### src/rtl/evm_param_ballot_unit_if.sv
// Bundles the ballot unit's control inputs and status/result outputs.
// The master side drives voter and officer inputs; the slave side is the voting core.
interface evm_param_ballot_unit_if #(
  parameter int NUM_PARTIES = 8,
  parameter int ID_WIDTH    = 5,
  parameter int COUNT_WIDTH = 8
);
  localparam int SEL_W = $clog2(NUM_PARTIES);

  logic                         session_clear;
  logic                         mode;
  logic                         voter_valid;
  logic [ID_WIDTH-1:0]          voter_id;
  logic [NUM_PARTIES-1:0]       push;
  logic [SEL_W-1:0]             party_sel;
  logic                         status_led;
  logic                         vote_accept;
  logic                         vote_reject;
  logic [COUNT_WIDTH-1:0]       result_count;
  logic [SEL_W-1:0]             winner;
  logic                         tie;
  logic [COUNT_WIDTH+SEL_W-1:0] total_votes;
  logic                         overflow;

  modport master (
    output session_clear, mode, voter_valid, voter_id, push, party_sel,
    input  status_led, vote_accept, vote_reject, result_count, winner, tie,
           total_votes, overflow
  );

  modport slave (
    input  session_clear, mode, voter_valid, voter_id, push, party_sel,
    output status_led, vote_accept, vote_reject, result_count, winner, tie,
           total_votes, overflow
  );
endinterface

### src/rtl/evm_param_ballot_unit.sv
// N-party EVM voting core: ballot FSM, one-vote-per-ID registry, saturating
// per-party counters, registered winner/tie detection and result readout.
module evm_param_ballot_unit #(
  parameter int NUM_PARTIES  = 8,
  parameter int ID_WIDTH     = 5,
  parameter int COUNT_WIDTH  = 8,
  parameter int VOTE_TIMEOUT = 16
) (
  input  logic                    clk,
  input  logic                    reset,
  evm_param_ballot_unit_if.slave  bus
);
  localparam int SEL_W   = $clog2(NUM_PARTIES);
  localparam int TOT_W   = COUNT_WIDTH + SEL_W;
  localparam int TMR_W   = $clog2(VOTE_TIMEOUT + 1);
  localparam int NUM_IDS = 2 ** ID_WIDTH;
  localparam logic [COUNT_WIDTH-1:0] CNT_MAX  = '1;
  localparam logic [TMR_W-1:0]       TMR_LAST = TMR_W'(VOTE_TIMEOUT - 1);

  typedef enum logic [1:0] {S_IDLE, S_BALLOT, S_RELEASE} state_t;

  state_t                 r_state;
  state_t                 w_next;
  logic [ID_WIDTH-1:0]    r_id;
  logic [TMR_W-1:0]       r_timer;
  logic [NUM_IDS-1:0]     r_voted;
  logic [COUNT_WIDTH-1:0] r_count [NUM_PARTIES];
  logic [TOT_W-1:0]       r_total;
  logic                   r_overflow;
  logic                   r_accept;
  logic                   r_reject;
  logic [SEL_W-1:0]       r_winner;
  logic                   r_tie;

  logic                   w_onehot;
  logic [SEL_W-1:0]       w_pushIdx;
  logic                   w_latch;
  logic                   w_vote;
  logic                   w_reject;
  logic [SEL_W-1:0]       w_winner;
  logic [COUNT_WIDTH-1:0] w_best;
  logic                   w_tie;
  logic [COUNT_WIDTH-1:0] w_result;

  always_comb begin
    w_onehot  = $onehot(bus.push);
    w_pushIdx = '0;
    for (int i = 0; i < NUM_PARTIES; i++) begin
      if (bus.push[i]) w_pushIdx = SEL_W'(i);
    end
  end

  always_ff @(posedge clk or posedge reset) begin
    if (reset) r_state <= S_IDLE;
    else       r_state <= w_next;
  end

  // An abort via mode takes precedence over a push landing in the same cycle.
  always_comb begin
    w_next   = r_state;
    w_latch  = 1'b0;
    w_vote   = 1'b0;
    w_reject = 1'b0;
    if (bus.session_clear) begin
      w_next = S_IDLE;
    end else begin
      case (r_state)
        S_IDLE: begin
          if (bus.voter_valid) begin
            if (bus.mode || r_voted[bus.voter_id]) begin
              w_reject = 1'b1;
            end else begin
              w_latch = 1'b1;
              w_next  = S_BALLOT;
            end
          end
        end
        S_BALLOT: begin
          if (bus.mode) begin
            w_reject = 1'b1;
            w_next   = S_IDLE;
          end else if (w_onehot) begin
            w_vote = 1'b1;
            w_next = S_RELEASE;
          end else if (r_timer == TMR_LAST) begin
            w_reject = 1'b1;
            w_next   = S_IDLE;
          end
        end
        S_RELEASE: begin
          if (bus.push == '0) w_next = S_IDLE;
        end
        default: w_next = S_IDLE;
      endcase
    end
  end

  // Lowest index wins on equal counts, so only a strictly greater count moves the winner.
  always_comb begin
    w_winner = '0;
    w_best   = r_count[0];
    for (int i = 1; i < NUM_PARTIES; i++) begin
      if (r_count[i] > w_best) begin
        w_best   = r_count[i];
        w_winner = SEL_W'(i);
      end
    end
    w_tie = 1'b0;
    for (int i = 0; i < NUM_PARTIES; i++) begin
      if ((SEL_W'(i) != w_winner) && (r_count[i] == w_best) && (w_best != '0)) w_tie = 1'b1;
    end
  end

  always_comb begin
    w_result = '0;
    if (bus.mode) begin
      for (int i = 0; i < NUM_PARTIES; i++) begin
        if (bus.party_sel == SEL_W'(i)) w_result = r_count[i];
      end
    end
  end

  always_ff @(posedge clk or posedge reset) begin
    if (reset) begin
      r_id       <= '0;
      r_timer    <= '0;
      r_voted    <= '0;
      r_total    <= '0;
      r_overflow <= 1'b0;
      r_accept   <= 1'b0;
      r_reject   <= 1'b0;
      r_winner   <= '0;
      r_tie      <= 1'b0;
      for (int i = 0; i < NUM_PARTIES; i++) r_count[i] <= '0;
    end else begin
      r_accept <= w_vote;
      r_reject <= w_reject;
      r_winner <= w_winner;
      r_tie    <= w_tie;
      if (w_latch) begin
        r_id    <= bus.voter_id;
        r_timer <= '0;
      end else if (r_state == S_BALLOT) begin
        r_timer <= r_timer + TMR_W'(1);
      end
      if (bus.session_clear) begin
        r_voted    <= '0;
        r_total    <= '0;
        r_overflow <= 1'b0;
        for (int i = 0; i < NUM_PARTIES; i++) r_count[i] <= '0;
      end else if (w_vote) begin
        r_voted[r_id] <= 1'b1;
        // A saturated counter still consumes the voter's ID but flags the lost vote.
        if (r_count[w_pushIdx] == CNT_MAX) begin
          r_overflow <= 1'b1;
        end else begin
          r_count[w_pushIdx] <= r_count[w_pushIdx] + COUNT_WIDTH'(1);
          r_total            <= r_total + TOT_W'(1);
        end
      end
    end
  end

  assign bus.status_led   = (r_state == S_BALLOT);
  assign bus.vote_accept  = r_accept;
  assign bus.vote_reject  = r_reject;
  assign bus.result_count = w_result;
  assign bus.winner       = r_winner;
  assign bus.tie          = r_tie;
  assign bus.total_votes  = r_total;
  assign bus.overflow     = r_overflow;
endmodule
### src/flat_wrapper.sv
// flat-port wrapper written by rule: the top's interface ports become plain ports
module evm_param_ballot_unit_flat 
#(
  parameter int NUM_PARTIES  = 8,
  parameter int ID_WIDTH     = 5,
  parameter int COUNT_WIDTH  = 8,
  parameter int VOTE_TIMEOUT = 16
)
  (clk, reset, bus_session_clear, bus_mode, bus_voter_valid, bus_voter_id, bus_push, bus_party_sel, bus_status_led, bus_vote_accept, bus_vote_reject, bus_result_count, bus_winner, bus_tie, bus_total_votes, bus_overflow);
  evm_param_ballot_unit_if #(.NUM_PARTIES(NUM_PARTIES), .ID_WIDTH(ID_WIDTH), .COUNT_WIDTH(COUNT_WIDTH)) bus_i ();
  input  logic clk;
  input  logic reset;
  input wire logic [$bits(bus_i.session_clear)-1:0] bus_session_clear;
  input wire logic [$bits(bus_i.mode)-1:0] bus_mode;
  input wire logic [$bits(bus_i.voter_valid)-1:0] bus_voter_valid;
  input wire logic [$bits(bus_i.voter_id)-1:0] bus_voter_id;
  input wire logic [$bits(bus_i.push)-1:0] bus_push;
  input wire logic [$bits(bus_i.party_sel)-1:0] bus_party_sel;
  output wire logic [$bits(bus_i.status_led)-1:0] bus_status_led;
  output wire logic [$bits(bus_i.vote_accept)-1:0] bus_vote_accept;
  output wire logic [$bits(bus_i.vote_reject)-1:0] bus_vote_reject;
  output wire logic [$bits(bus_i.result_count)-1:0] bus_result_count;
  output wire logic [$bits(bus_i.winner)-1:0] bus_winner;
  output wire logic [$bits(bus_i.tie)-1:0] bus_tie;
  output wire logic [$bits(bus_i.total_votes)-1:0] bus_total_votes;
  output wire logic [$bits(bus_i.overflow)-1:0] bus_overflow;
  assign bus_i.session_clear = bus_session_clear;
  assign bus_i.mode = bus_mode;
  assign bus_i.voter_valid = bus_voter_valid;
  assign bus_i.voter_id = bus_voter_id;
  assign bus_i.push = bus_push;
  assign bus_i.party_sel = bus_party_sel;
  assign bus_status_led = bus_i.status_led;
  assign bus_vote_accept = bus_i.vote_accept;
  assign bus_vote_reject = bus_i.vote_reject;
  assign bus_result_count = bus_i.result_count;
  assign bus_winner = bus_i.winner;
  assign bus_tie = bus_i.tie;
  assign bus_total_votes = bus_i.total_votes;
  assign bus_overflow = bus_i.overflow;
  evm_param_ballot_unit #(.NUM_PARTIES(NUM_PARTIES), .ID_WIDTH(ID_WIDTH), .COUNT_WIDTH(COUNT_WIDTH), .VOTE_TIMEOUT(VOTE_TIMEOUT)) u_core (.clk(clk), .reset(reset), .bus(bus_i));
endmodule
### config.mk
export PLATFORM = sky130hd
export DESIGN_NAME = evm_param_ballot_unit_flat
export DESIGN_NICKNAME = d
export VERILOG_FILES = /design/src/rtl/evm_param_ballot_unit_if.sv /design/src/rtl/evm_param_ballot_unit.sv /design/src/flat_wrapper.sv
export SDC_FILE = /design/constraint.sdc
export NUM_CORES = 1
export LEC_CHECK = 0
export BUFFER_PORTS_ARGS = -buffer_cell sky130_fd_sc_hd__buf_4
export CORE_AREA = 2 2 225 161
export DETAILED_ROUTE_END_ITERATION = 16
export DIE_AREA = 0 0 227 163
export HOLD_SLACK_MARGIN = 0.1
export SLEW_MARGIN = 20
export SYNTH_ARGS = -nofsm -noshare
export SYNTH_HDL_FRONTEND = slang
export SYNTH_SLANG_ARGS = --single-unit
### constraint.sdc
create_clock -name clk -period 21.7 [get_ports clk]
set_input_delay 4.34 -clock clk [delete_from_list [all_inputs] [get_ports clk]]
set_output_delay 4.34 -clock clk [all_outputs]
set_load 0.05 [all_outputs]
==> results of run 1 <==
kinds of logic (layout without fill, tap and decap cells):
| kind of cell | Yosys count | count (layout) |
|---|---|---|
| buf+inv | 179 | 202 |
| flops | 126 | 126 |
| fa+ha+maj | 70 | 70 |
| compound gates | 322 | 322 |
| xor+xnor | 58 | 58 |
| simple gates | 392 | 392 |
| mux | 102 | 102 |
synthesized netlist by cell type (5+ instances only):
cell,n
nand4_1,20
buf_1,13
and4_1,5
ha_1,66
o21a_1,11
o211ai_1,15
o221ai_1,11
and3_1,28
a211o_1,5
nor2_1,132
nand3_1,31
and2_1,7
o21ai_1,5
o21bai_1,5
mux4_2,18
nand2_1,61
inv_1,104
mux2_2,16
a21o_1,14
nand3b_1,6
buf_2,5
nor4_1,22
a211oi_1,30
dfrtp_1,126
o22ai_1,61
nor2b_1,15
clkbuf_1,52
nor3_1,22
mux2i_1,64
xnor2_1,42
a221o_1,9
a21oi_1,63
o21ai_0,46
or3_1,23
xor2_1,16
power by group through the flow:
| stage | registers [mW] | clock network [mW] | logic (mW) |
|---|---|---|---|
| 6_report | 0.256 | 0.300 | 0.500 |
| 5_1_grt | 0.258 | 0.315 | 0.535 |
| 4_1_cts | 0.256 | 0.305 | 0.487 |
| 3_5_place_dp | 0.260 | 0 | 0.486 |
| 3_3_place_gp | 0.260 | 0 | 0.484 |
| 2_1_floorplan | 0.269 | 0 | 0.344 |
registers in the layout, summed over array words and instances, names as in the netlist:
name / cells
u_core.r_id: 5
u_core.bus.winner: 3
u_core.bus.overflow: 1
u_core.bus.vote_reject: 1
u_core.r_timer: 5
u_core.bus.tie: 1
u_core.r_voted: 32
u_core.bus.vote_accept: 1
u_core.bus.total_votes: 11
u_core.r_state: 2
u_core.r_count: 64
metal layers:
metal  global-route usage  up-vias  wire length, um
met5                    0        -                0
li1                     -     4594                -
met4               0.0449        0              748
met3               0.0689       72             4870
met2                0.278      620            14800
met1                0.318     4925            17600
worst max path at each step:
stage	slack (ns)	startpoint	to	depth (start not counted)
after global routing	1.85	u_core.r_count[57]	u_core.bus.tie	75
after global placement	4.17	u_core.r_count[57]	u_core.bus.tie	75
after floorplan	6.28	u_core.r_count[57]	u_core.bus.tie	84
final	3.34	u_core.r_count[57]	u_core.bus.tie	74
after CTS	3.66	u_core.r_count[57]	u_core.bus.tie	74
after detailed placement	3.74	u_core.r_count[57]	u_core.bus.tie	74
metrics by stage:
step / std cells / setup WS [ns] / hold slack [ns] / utilization
after floorplan: 1249 / 6.28 / 0.497 / -
after global placement: 1720 / 4.17 / 0.500 / 0.327
after detailed placement: 1720 / 3.74 / 0.519 / 0.327
after CTS: 1752 / 3.66 / 0.532 / 0.344
after global routing: 1752 / 1.85 / 0.554 / 0.345
final: 1752 / 3.34 / 0.524 / 0.345
area by class of cell:
| cell class | instances | area, um^2 |
|---|---|---|
| Multi-Input combinational cell | 944 | 6860 |
| Tap cell | 480 | 601 |
| Clock inverter | 14 | 173 |
| Inverter | 105 | 397 |
| Timing Repair Buffer | 65 | 488 |
| Fill cell | 3686 | 23000 |
| Sequential cell | 126 | 3150 |
| Clock buffer | 18 | 439 |
critical path, delay by kind of cell, from the launching register on:
kind            cells  cell delay, ns
compound gates     34            8.63
simple gates       22            4.64
fa+ha+maj           7            2.02
mux                 4            1.49
buf+inv             6            0.73
flops               1            0.54
xor+xnor            1            0.23
==> PnR_summary.wiki, run 1 <==
{| class="wikitable"
! Metric !! Value
|-
| Fraction of the mapped netlist area in adder cells || 0.0847
|-
| Maximum number of pins on one net before global-route repair || 87
|-
| Total power after layout || 1.06 mW
|-
| Multiplexer share of the synthesized area || 0.120
|-
| CP Max Fanout || 19
|-
| Share of post-route cells with drive strength above 1 || 0.127
|-
| Most common cell after layout, fill and taps aside || nor2_1
|-
| Iteration-0 DRC count of the detailed router || 1335
|-
| Maximum ir drop on the vdd rail || 0.000103 V
|-
| CP dominant cell by count || ha_1
|-
| Clk root buf || clkbuf_16
|-
| Switching part of the total || 0.428
|-
| Portion of the clock cycle consumed by the worst path in the final layout || 0.846
|-
| Syn_nets || about 1.3k
|-
| Worst R2R End || u_core.bus.tie
|-
| Xor and xnor fraction of the mapped netlist area || 0.0475
|-
| Area contributors post-synth || dfrtp_1 (29%), ha_1 (7.7%), mux2i_1 (6.0%), nor2_1 (4.6%), mux4_2 (3.8%)
|-
| Routed wirelength normalized by instance count || 21.7 um
|-
| Initial antenna violation count || 0
|-
| Number of vias per cell after detailed routing || 5.83
|-
| Source of the worst hold timing path || u_core.bus.overflow
|-
| Drt drc || 0
|-
| Instance count of the mapped netlist || 1249
|-
| Layout-stage area growth over the synthesis result || 13.2%
|-
| Crit path launch type || register
|-
| Required time at the endpoint of the critical path || 22.02 ns
|-
| Initial standard-cell utilization of the core || 0.304
|-
| Post-cts gate resize count || 0
|-
| Ratio of total power to cell area || 87.2 mW/mm^2
|-
| Arrival @ worst endpoint || about 19 ns
|-
| Share of the synthesized area in compound gates (AO/OA/AOI/OAI) || 0.206
|-
| Most used cells in the layout excluding fill and tap cells || nor2_1 (132), dfrtp_1 (126), inv_1 (103), ha_1 (66), buf_4 (65)
|-
| Final HPWL DP || 28400 um
|-
| Setup Buffers After CTS || 0
|-
| Clk pwr share || 0.284
|-
| Synthesized area per cell || around 8.6 um^2
|-
| Buffer levels on the longest clock path || 2
|-
| TritonCTS clock tree || done
|-
| Reg2reg path depth || 74
|-
| Number of nets in the layout || around 1.4k
|-
| Maximum clock frequency || 54.5 MHz
|-
| Number of register bits inferred by synthesis || roughly 130
|-
| Combinational family with the most area after synthesis || compound AO/OA/AOI/OAI gates
|-
| Port-buffer cells || 47
|-
| Min-Delay Path Class || register to register
|-
| Slowest CP cell || o21ai_1
|-
| Clock H-tree levels || 4
|-
| Floorplan Core Area || roughly 0.035 mm^2
|-
| Total non-filler cell area in the finished layout || ~0.012 mm^2
|-
| Clock Pin Slew Worst Setup and Hold Paths || about 0.06 ns
|-
| Kind of end point of the critical path || register
|-
| Number of buffers added by the clock tree synthesis step || 17
|-
| Placement-stage cell area || 0.0115 mm^2
|-
| Die height || between 150 and 200 um
|-
| Top-level I/O count || 48
|-
| Relative contribution of sequential cells to total power || 0.243
|-
| Final weighted congestion in routability-driven placement || 1.02
|-
| Clock Sinks || 126
|-
| Peak per-stage delay on the critical path || 0.77 ns
|-
| First-pass GRT wire length || just under 60000 um
|-
| Wire length reported by the detailed router || approximately 38000 um
|-
| Outcome || finished, final reports clean
|-
| Total grt overflow || 0
|-
| Number of maximum-capacitance constraint violations || 0
|-
| Clock latency on the worst-skew pair || between 0.4 and 0.5 ns
|-
| Internal Power || approximately 600 uW
|-
| Relative contribution of combinational cells to total power || 0.473
|-
| Depth of the worst hold-timing path || 2
|-
| Clock tree skew after final layout || 0.0132 ns
|-
| Die extent in x || roughly 230 um
|-
| Launch point of the worst reg-to-reg path || u_core.r_count[57]
|-
| Worst-margin pin slew || 1.15 ns
|-
| Rel. slew slack || 0.234
|-
| Global-route total usage across every layer || 0.208
|-
| Hold Crit Endpoint || u_core.bus.overflow
|-
| Slack of the worst reg-to-reg path || 3.34 ns
|-
| TritonRoute pass-1 iters || 6
|-
| Die Footprint || 0.0370 mm^2
|-
| Type of the worst setup path || register to register
|-
| Library cell with the largest summed area after synthesis || dfrtp_1
|-
| Number of enable-type register cells in the synthesized netlist || 0
|-
| Number of global-route vias before repair || 9303
|-
| Post-Route Setup TNS || 0 ns
|-
| Routed via count || slightly above 10k
|-
| Mapped Area || around 0.011 mm^2
|-
| Ant. Diodes || 0
|-
| Leakage power || ~5.0 nW
|-
| Number of rows in the core area || 58
|-
| Dominant register cell in the synthesized netlist || dfrtp_1
|-
| Number of buffers inserted by hold repair at cts || 0
|-
| Share of synthesized cell area in and, or, nand and nor gates || 0.182
|-
| Setup violation total in the final timing report || 0
|-
| Number of max-slew violations in the final report || 0
|-
| Yosys warning count || 0
|-
| Count of endpoints failing hold in the final timing report || 0
|-
| Unrepaired setup endpoints after global routing || no
|-
| Time the final worst path needs with I/O delays and setup || 18.36 ns
|-
| Distinct cells, synth || 78
|-
| Remaining number of nets flagged by the antenna check after routing || 0
|-
| Area share of the largest cell type after synthesis || 0.295
|-
| Share of flip-flops with an asynchronous set or reset after synthesis || 1.00
|-
| Portion of the post-synthesis area used by sequential elements || 0.295
|-
| Power spent charging and discharging nets || 452 uW
|}
Power figures use the tool's default switching activity.
==> inputs of run 2 (changes only) <==
Clock period 21.7 ns to 17.7 ns, I/O delays scaled along.
==> run 2 against run 1 <==
  * Non-clock buffer count increased by 13
  * Power increased by 29%
  * Register-to-register slack got worse by 2.2 ns
  * Clock-buffer cell count unchanged
  * Critical path depth increased by 1
  * Via count increased by 0.68%
  * Combinational power increased by 35%
  * First-iteration DRC count decreased by 1.8%
  * Utilization increased by 0.36 points
  * Critical endpoint unchanged
  * Worst setup slack got worse by 2.2 ns
  * Clock skew increased by 0.00051 ns
==> PnR_summary.wiki, run 2 (same netlist as run 1, synthesis figures left out) <==
{| class="wikitable"
! Metric !! Value
|-
| Reg2reg path depth || 75
|-
| Die extent in x || 227 um
|-
| Clock Sinks || 126
|-
| Arrival @ worst endpoint || about 17 ns
|-
| Routed wirelength normalized by instance count || 22.2 um
|-
| Buffer levels on the longest clock path || 2
|-
| Kind of end point of the critical path || register
|-
| Port-buffer cells || 47
|-
| CP Max Fanout || 18
|-
| Maximum number of pins on one net before global-route repair || 88
|-
| Top-level I/O count || 48
|-
| Floorplan Core Area || 0.0351 mm^2
|-
| Worst-margin pin slew || 1.17 ns
|-
| First-pass GRT wire length || 59900 um
|-
| Leakage power || around 5.1 nW
|-
| Time the final worst path needs with I/O delays and setup || 16.52 ns
|-
| Die height || around 160 um
|-
| Launch point of the worst reg-to-reg path || u_core.r_count[57]
|-
| Top Family by Delay on Critical Path || compound AO/OA/AOI/OAI gates
|-
| Number of max-slew violations in the final report || 0
|-
| Clk root buf || clkbuf_16
|-
| Ratio of total power to cell area || 111 mW/mm^2
|-
| Portion of the clock cycle consumed by the worst path in the final layout || 0.933
|-
| Die Footprint || around 0.037 mm^2
|-
| Combined buffer and inverter count along the critical path || 7
|-
| Initial antenna violation count || 0
|-
| Initial standard-cell utilization of the core || 0.304
|-
| Number of rows in the core area || 58
|-
| Layout-stage area growth over the synthesis result || 14.4%
|-
| Final HPWL DP || 29700 um
|-
| Iteration-0 DRC count of the detailed router || ~1.3k
|-
| Routed via count || roughly 10k
|-
| CP startpoint || u_core.r_count[57]
|-
| Ant. Diodes || 0
|-
| Clock H-tree levels || 4
|-
| Remaining number of nets flagged by the antenna check after routing || 0
|-
| Min-Delay Path Class || register to register
|-
| Wire length reported by the detailed router || 39200 um
|-
| Crit path launch type || register
|-
| Hold slack final || about 0.54 ns
|-
| Worst-case setup margin in the final layout || 1.18 ns
|-
| Total power after layout || between 1 and 1.5 mW
|-
| Number of maximum-capacitance constraint violations || 0
|-
| Filler cell count in the final layout || roughly 3.7k
|-
| Drt drc || 0
|-
| Setup violation total in the final timing report || 0
|-
| Number of vias per cell after detailed routing || slightly below 6
|-
| Type of the worst setup path || register to register
|-
| Global-route total usage across every layer || 0.216
|-
| Required time at the endpoint of the critical path || roughly 18 ns
|-
| Number of buffers inserted by hold repair at cts || 0
|-
| Outcome || finished, final reports clean
|-
| Share of post-route cells with drive strength above 1 || 0.140
|-
| Count of endpoints failing hold in the final timing report || 0
|-
| Clock latency on the worst-skew pair || 0.43 ns
|-
| Number of global-route vias before repair || 9590
|-
| Slowest CP cell || dfrtp_1
|-
| Endpoint of the most critical setup path || u_core.bus.tie
|-
| Slack of the worst reg-to-reg path || 1.18 ns
|-
| Register with the most flip-flops || u_core.r_count
|-
| Number of buffers added by the clock tree synthesis step || 17
|-
| Final weighted congestion in routability-driven placement || 1.00
|-
| Clock Pin Slew Worst Setup and Hold Paths || ~0.070 ns
|-
| Flip-flop count of the largest register, all copies and words added || 64
|-
| Most used cells in the layout excluding fill and tap cells || nor2_1 (132), dfrtp_1 (126), inv_1 (103), buf_4 (78), ha_1 (66)
|-
| Maximum clock frequency || 60.5 MHz
|-
| Most common cell after layout, fill and taps aside || nor2_1
|-
| Number of nets in the layout || 1363
|-
| Clock tree skew after final layout || between 0.01 and 0.015 ns
|-
| Total grt overflow || 0
|-
| Rel. slew slack || 0.215
|-
| Maximum ir drop on the vdd rail || 0.0000893 V
|-
| Post-Place Setup Slack || 0.881 ns
|-
| TritonCTS clock tree || done
|-
| Worst R2R End || u_core.bus.tie
|-
| Total stage count of the critical path || 75
|-
| Peak per-stage delay on the critical path || 0.51 ns
|-
| TritonRoute pass-1 iters || 9
|}
==> run 2: worst min-delay path by stage <==
stage                     slack (ns)               start                 end  depth (start not counted)
after floorplan                 0.50   u_core.r_timer[3]   u_core.r_timer[3]                          2
after global placement          0.52   u_core.r_timer[3]   u_core.r_timer[3]                          2
after CTS                       0.54  u_core.r_voted[31]  u_core.r_voted[31]                          2
after global routing            0.56  u_core.r_voted[21]  u_core.r_voted[21]                          2
final                           0.54  u_core.r_voted[31]  u_core.r_voted[31]                          2
after detailed placement        0.53  u_core.r_voted[31]  u_core.r_voted[31]                          2
==> run 2: per-stage QoR <==
stage,std cells,util,TNS (ns),cell area (um^2)
floorplan,1249,-,0,10700
global placement,1728,0.329,0,11500
detailed placement,1728,0.329,0,11500
CTS,1760,0.346,0,12200
global route,1765,0.348,-0.00487,12200
finish,1765,0.348,0,12200
==> run 2: worst min-delay path: stages (launching register included) <==
cell and delay [ns]:
dfrtp_1 0.38, inv_1 0.05, o22ai_1 0.07
==> run 2: where the power goes <==
group | internal, mW | leakage [nW] | total (mW) | switching, mW
Sequential | 0.302 | 1.74 | 0.313 | 0.0118
Combinational | 0.252 | 3.06 | 0.677 | 0.425
Clock | 0.224 | 0.296 | 0.368 | 0.144
Total | 0.778 | 5.10 | 1.36 | 0.581
==> run 2: routing by layer <==
metal	global-route usage	wire length, um	vias up
met4	0.0597	960	0
li1	-	-	4628
met5	0	0	-
met3	0.0648	4250	92
met1	0.332	18900	4989
met2	0.283	15100	571
==> run 2: timing repair <==
action	4_1_cts	5_1_grt
endpoints found under the setup margin	0	1
buffers inserted	0	5
gates resized for setup	0	9
==> run 2: final cells by class <==
type / instances / area [um^2] / area share
Clock buffer: 18 / 429 / 0.0351
Clock inverter: 14 / 178 / 0.0145
Inverter: 105 / 397 / 0.0324
Multi-Input combinational cell: 944 / 6890 / 0.563
Sequential cell: 126 / 3150 / 0.258
Tap cell: 480 / 601 / 0.0491
Timing Repair Buffer: 78 / 586 / 0.0479
==> inputs of run 3 (changes only) <==
Settings changed: ABC_AREA set to 1, CORE_AREA 2 2 225 161 to 2 2 216 154, DIE_AREA 0 0 227 163 to 0 0 218 156.
==> run 3 against run 2 <==
  * Wire length increased by 12%
  * Flip-flop and latch count unchanged
  * Non-clock buffer count decreased by 21
  * Sequential share of layout area increased by 2.6 points
  * Synthesized cell count increased by 10%
  * Area after synthesis decreased by 8.7%
  * Utilization about the same
  * Critical endpoint unchanged
==> PnR_summary.wiki, run 3 <==
{| class="wikitable"
! Metric !! Value
|-
| Number of nets in the layout || 1516
|-
| Clock Pin Slew Worst Setup and Hold Paths || 0.07 ns
|-
| Ant. Diodes || 0
|-
| Maximum clock frequency || 74.2 MHz
|-
| Wire length reported by the detailed router || 44100 um
|-
| Rel. slew slack || 0.255
|-
| Distinct cells, synth || 44
|-
| Type of the worst setup path || register to register
|-
| Register with the most flip-flops || u_core.r_count
|-
| Portion of the post-synthesis area used by sequential elements || 0.323
|-
| Unrepaired setup endpoints after global routing || no
|-
| Hold Crit Endpoint || u_core.r_timer[4]
|-
| Mapped Area || 0.00976 mm^2
|-
| Number of vias per cell after detailed routing || 5.75
|-
| Number of enable-type register cells in the synthesized netlist || 0
|-
| Layout-stage area growth over the synthesis result || 14.0%
|-
| Crit path launch type || register
|-
| Share of the core filled with cells || 0.348
|-
| Kind of end point of the critical path || register
|-
| Launch point of the worst reg-to-reg path || u_core.r_count[58]
|-
| First-pass GRT wire length || 65300 um
|-
| Commonest cells in the synthesized netlist || nand2_1 (305), inv_1 (187), nand3_1 (166)
|-
| Top Family by Delay on Critical Path || simple AND/OR/NAND/NOR gates
|-
| Number of maximum-capacitance constraint violations || 0
|-
| Number of cells in the finished layout apart from fillers || between 1.5k and 2k
|-
| Die Footprint || 0.0340 mm^2
|-
| Time the final worst path needs with I/O delays and setup || around 13 ns
|-
| Synthesized area per cell || 7.09 um^2
|-
| Initial antenna violation count || 0
|-
| Dominant register cell in the synthesized netlist || dfrtp_1
|-
| Syn_nets || 1468
|-
| Clk root buf || clkbuf_16
|-
| Number of buffers added by the clock tree synthesis step || 17
|-
| Arrival @ worst endpoint || around 14 ns
|-
| Floorplan Core Area || roughly 0.032 mm^2
|-
| Remaining number of nets flagged by the antenna check after routing || 0
|-
| Clock latency on the worst-skew pair || 0.44 ns
|-
| Setup Buffers After CTS || 0
|-
| Combined buffer and inverter count along the critical path || 7
|-
| Total grt overflow || 0
|-
| Clock tree skew after final layout || 0.0164 ns
|-
| Post-Route Setup TNS || 0 ns
|-
| Area contributors post-synth || dfrtp_1 (32%), nand2_1 (12%), nand3_1 (8.5%), ha_1 (8.5%), inv_1 (7.2%)
|-
| Global-route total usage across every layer || 0.261
|-
| Routed wirelength normalized by instance count || 23.6 um
|-
| Portion of the clock cycle consumed by the worst path in the final layout || 0.761
|-
| Worst-margin pin slew || 1.11 ns
|-
| Final weighted congestion in routability-driven placement || between 1 and 1.5
|-
| Number of buffers inserted by hold repair at cts || 0
|-
| Depth of the worst hold-timing path || 2
|-
| Count of endpoints failing hold in the final timing report || 0
|-
| Buffer levels on the longest clock path || 2
|-
| Reg2reg path depth || 67
|-
| Leading cell type by number of instances after synthesis || nand2_1
|-
| Area share of the largest cell type after synthesis || 0.323
|-
| Slack of the worst reg-to-reg path || between 4 and 5 ns
|-
| Maximum number of pins on one net before global-route repair || 70
|-
| TritonRoute pass-1 iters || 6
|-
| Number of register bits inferred by synthesis || 126
|-
| Outcome || finished, final reports clean
|-
| Required time at the endpoint of the critical path || roughly 18 ns
|-
| Die extent in x || between 200 and 250 um
|-
| Source of the worst hold timing path || u_core.r_timer[4]
|-
| Hold slack final || 0.480 ns
|-
| Initial standard-cell utilization of the core || 0.306
|-
| Setup violation total in the final timing report || 0
|-
| Routed via count || about 11k
|-
| Flip-flop count of the largest register, all copies and words added || 64
|-
| Worst R2R End || u_core.bus.tie
|-
| CP Max Fanout || 27
|-
| Final HPWL DP || 34100 um
|-
| Drt drc || 0
|-
| Library cell with the largest summed area after synthesis || dfrtp_1
|-
| Min-Delay Path Class || register to register
|-
| Share of post-route cells with drive strength above 1 || 0.0863
|-
| CP dominant cell by count || nand2_1
|-
| Number of rows in the core area || 55
|-
| Peak per-stage delay on the critical path || 0.87 ns
|-
| Iteration-0 DRC count of the detailed router || 1393
|-
| Most common cell after layout, fill and taps aside || nand2_1
|-
| Yosys warning count || 0
|-
| Clock H-tree levels || 4
|-
| Post-cts gate resize count || 0
|-
| Slowest CP cell || clkinv_1
|-
| Share of flip-flops with an asynchronous set or reset after synthesis || 1.00
|-
| Port-buffer cells || 47
|-
| Clock Sinks || 126
|-
| Number of placed instances, taps included || 1833
|-
| Number of global-route vias before repair || between 10k and 15k
|-
| TritonCTS clock tree || done
|-
| Die height || 156 um
|-
| Instance count of the mapped netlist || 1377
|-
| Top-level I/O count || 48
|-
| Number of max-slew violations in the final report || 0
|-
| Most used cells in the layout excluding fill and tap cells || nand2_1 (305), inv_1 (186), nand3_1 (166), dfrtp_1 (126), o22ai_1 (100)
|}
## run 3: area by class of cell
cell class                      count  area, um^2
Clock inverter                     13         105
Tap cell                          427         534
Fill cell                        3440       20800
Sequential cell                   126        3150
Timing Repair Buffer               57         428
Clock buffer                       18         429
Multi-Input combinational cell   1030        5750
Inverter                          193         729
## run 3: worst max path at each step
stage                       startpoint        endpoint  slack, ns  cells past startpoint
finish              u_core.r_count[58]  u_core.bus.tie       4.23                     67
global route        u_core.r_count[58]  u_core.bus.tie       3.29                     71
CTS                 u_core.r_count[58]  u_core.bus.tie       4.70                     67
detailed placement  u_core.r_count[58]  u_core.bus.tie       4.75                     67
global placement    u_core.r_count[58]  u_core.bus.tie       4.85                     69
floorplan           u_core.r_count[63]  u_core.bus.tie       7.69                     72
## run 3: per-layer routing
metal,track usage,up-vias,share of wire
li1,-,4851,-
met1,0.380,5103,0.45
met2,0.343,664,0.37
met3,0.107,104,0.15
met4,0.0803,0,0.028
met5,0,-,0
## run 3: per-stage QoR
step | cell area, um^2 | setup WS, ns
after CTS | 11100 | 4.70
after global routing | 11100 | 3.29
after detailed placement | 10600 | 4.75
after global placement | 10600 | 4.85
after floorplan | 9760 | 7.69
final | 11100 | 4.23
## run 3: logic make-up (layout without fill, tap and decap cells)
kind of cell	after synthesis	after routing	share of synthesized area
buffers and inverters	221	281	0.0880
AO/OA/AOI/OAI	305	305	0.184
adder cells (fa/ha/maj)	70	70	0.0928
XOR/XNOR	22	22	0.0197
AND/OR/NAND/NOR	633	633	0.292
flip-flops	126	126	0.323
## run 3: worst reg2reg max path: cells and delay by family, from the launching register on
| family | cells | cell delay, ns |
|---|---|---|
| simple gates | 40 | 6.36 |
| compound gates | 13 | 2.74 |
| fa+ha+maj | 7 | 2.19 |
| buf+inv | 7 | 1.55 |
| flops | 1 | 0.48 |
Power of run 3 is left out: the tool's default activity adds up to more than one toggle a clock period on the data nets, which glitch-free logic cannot reach.
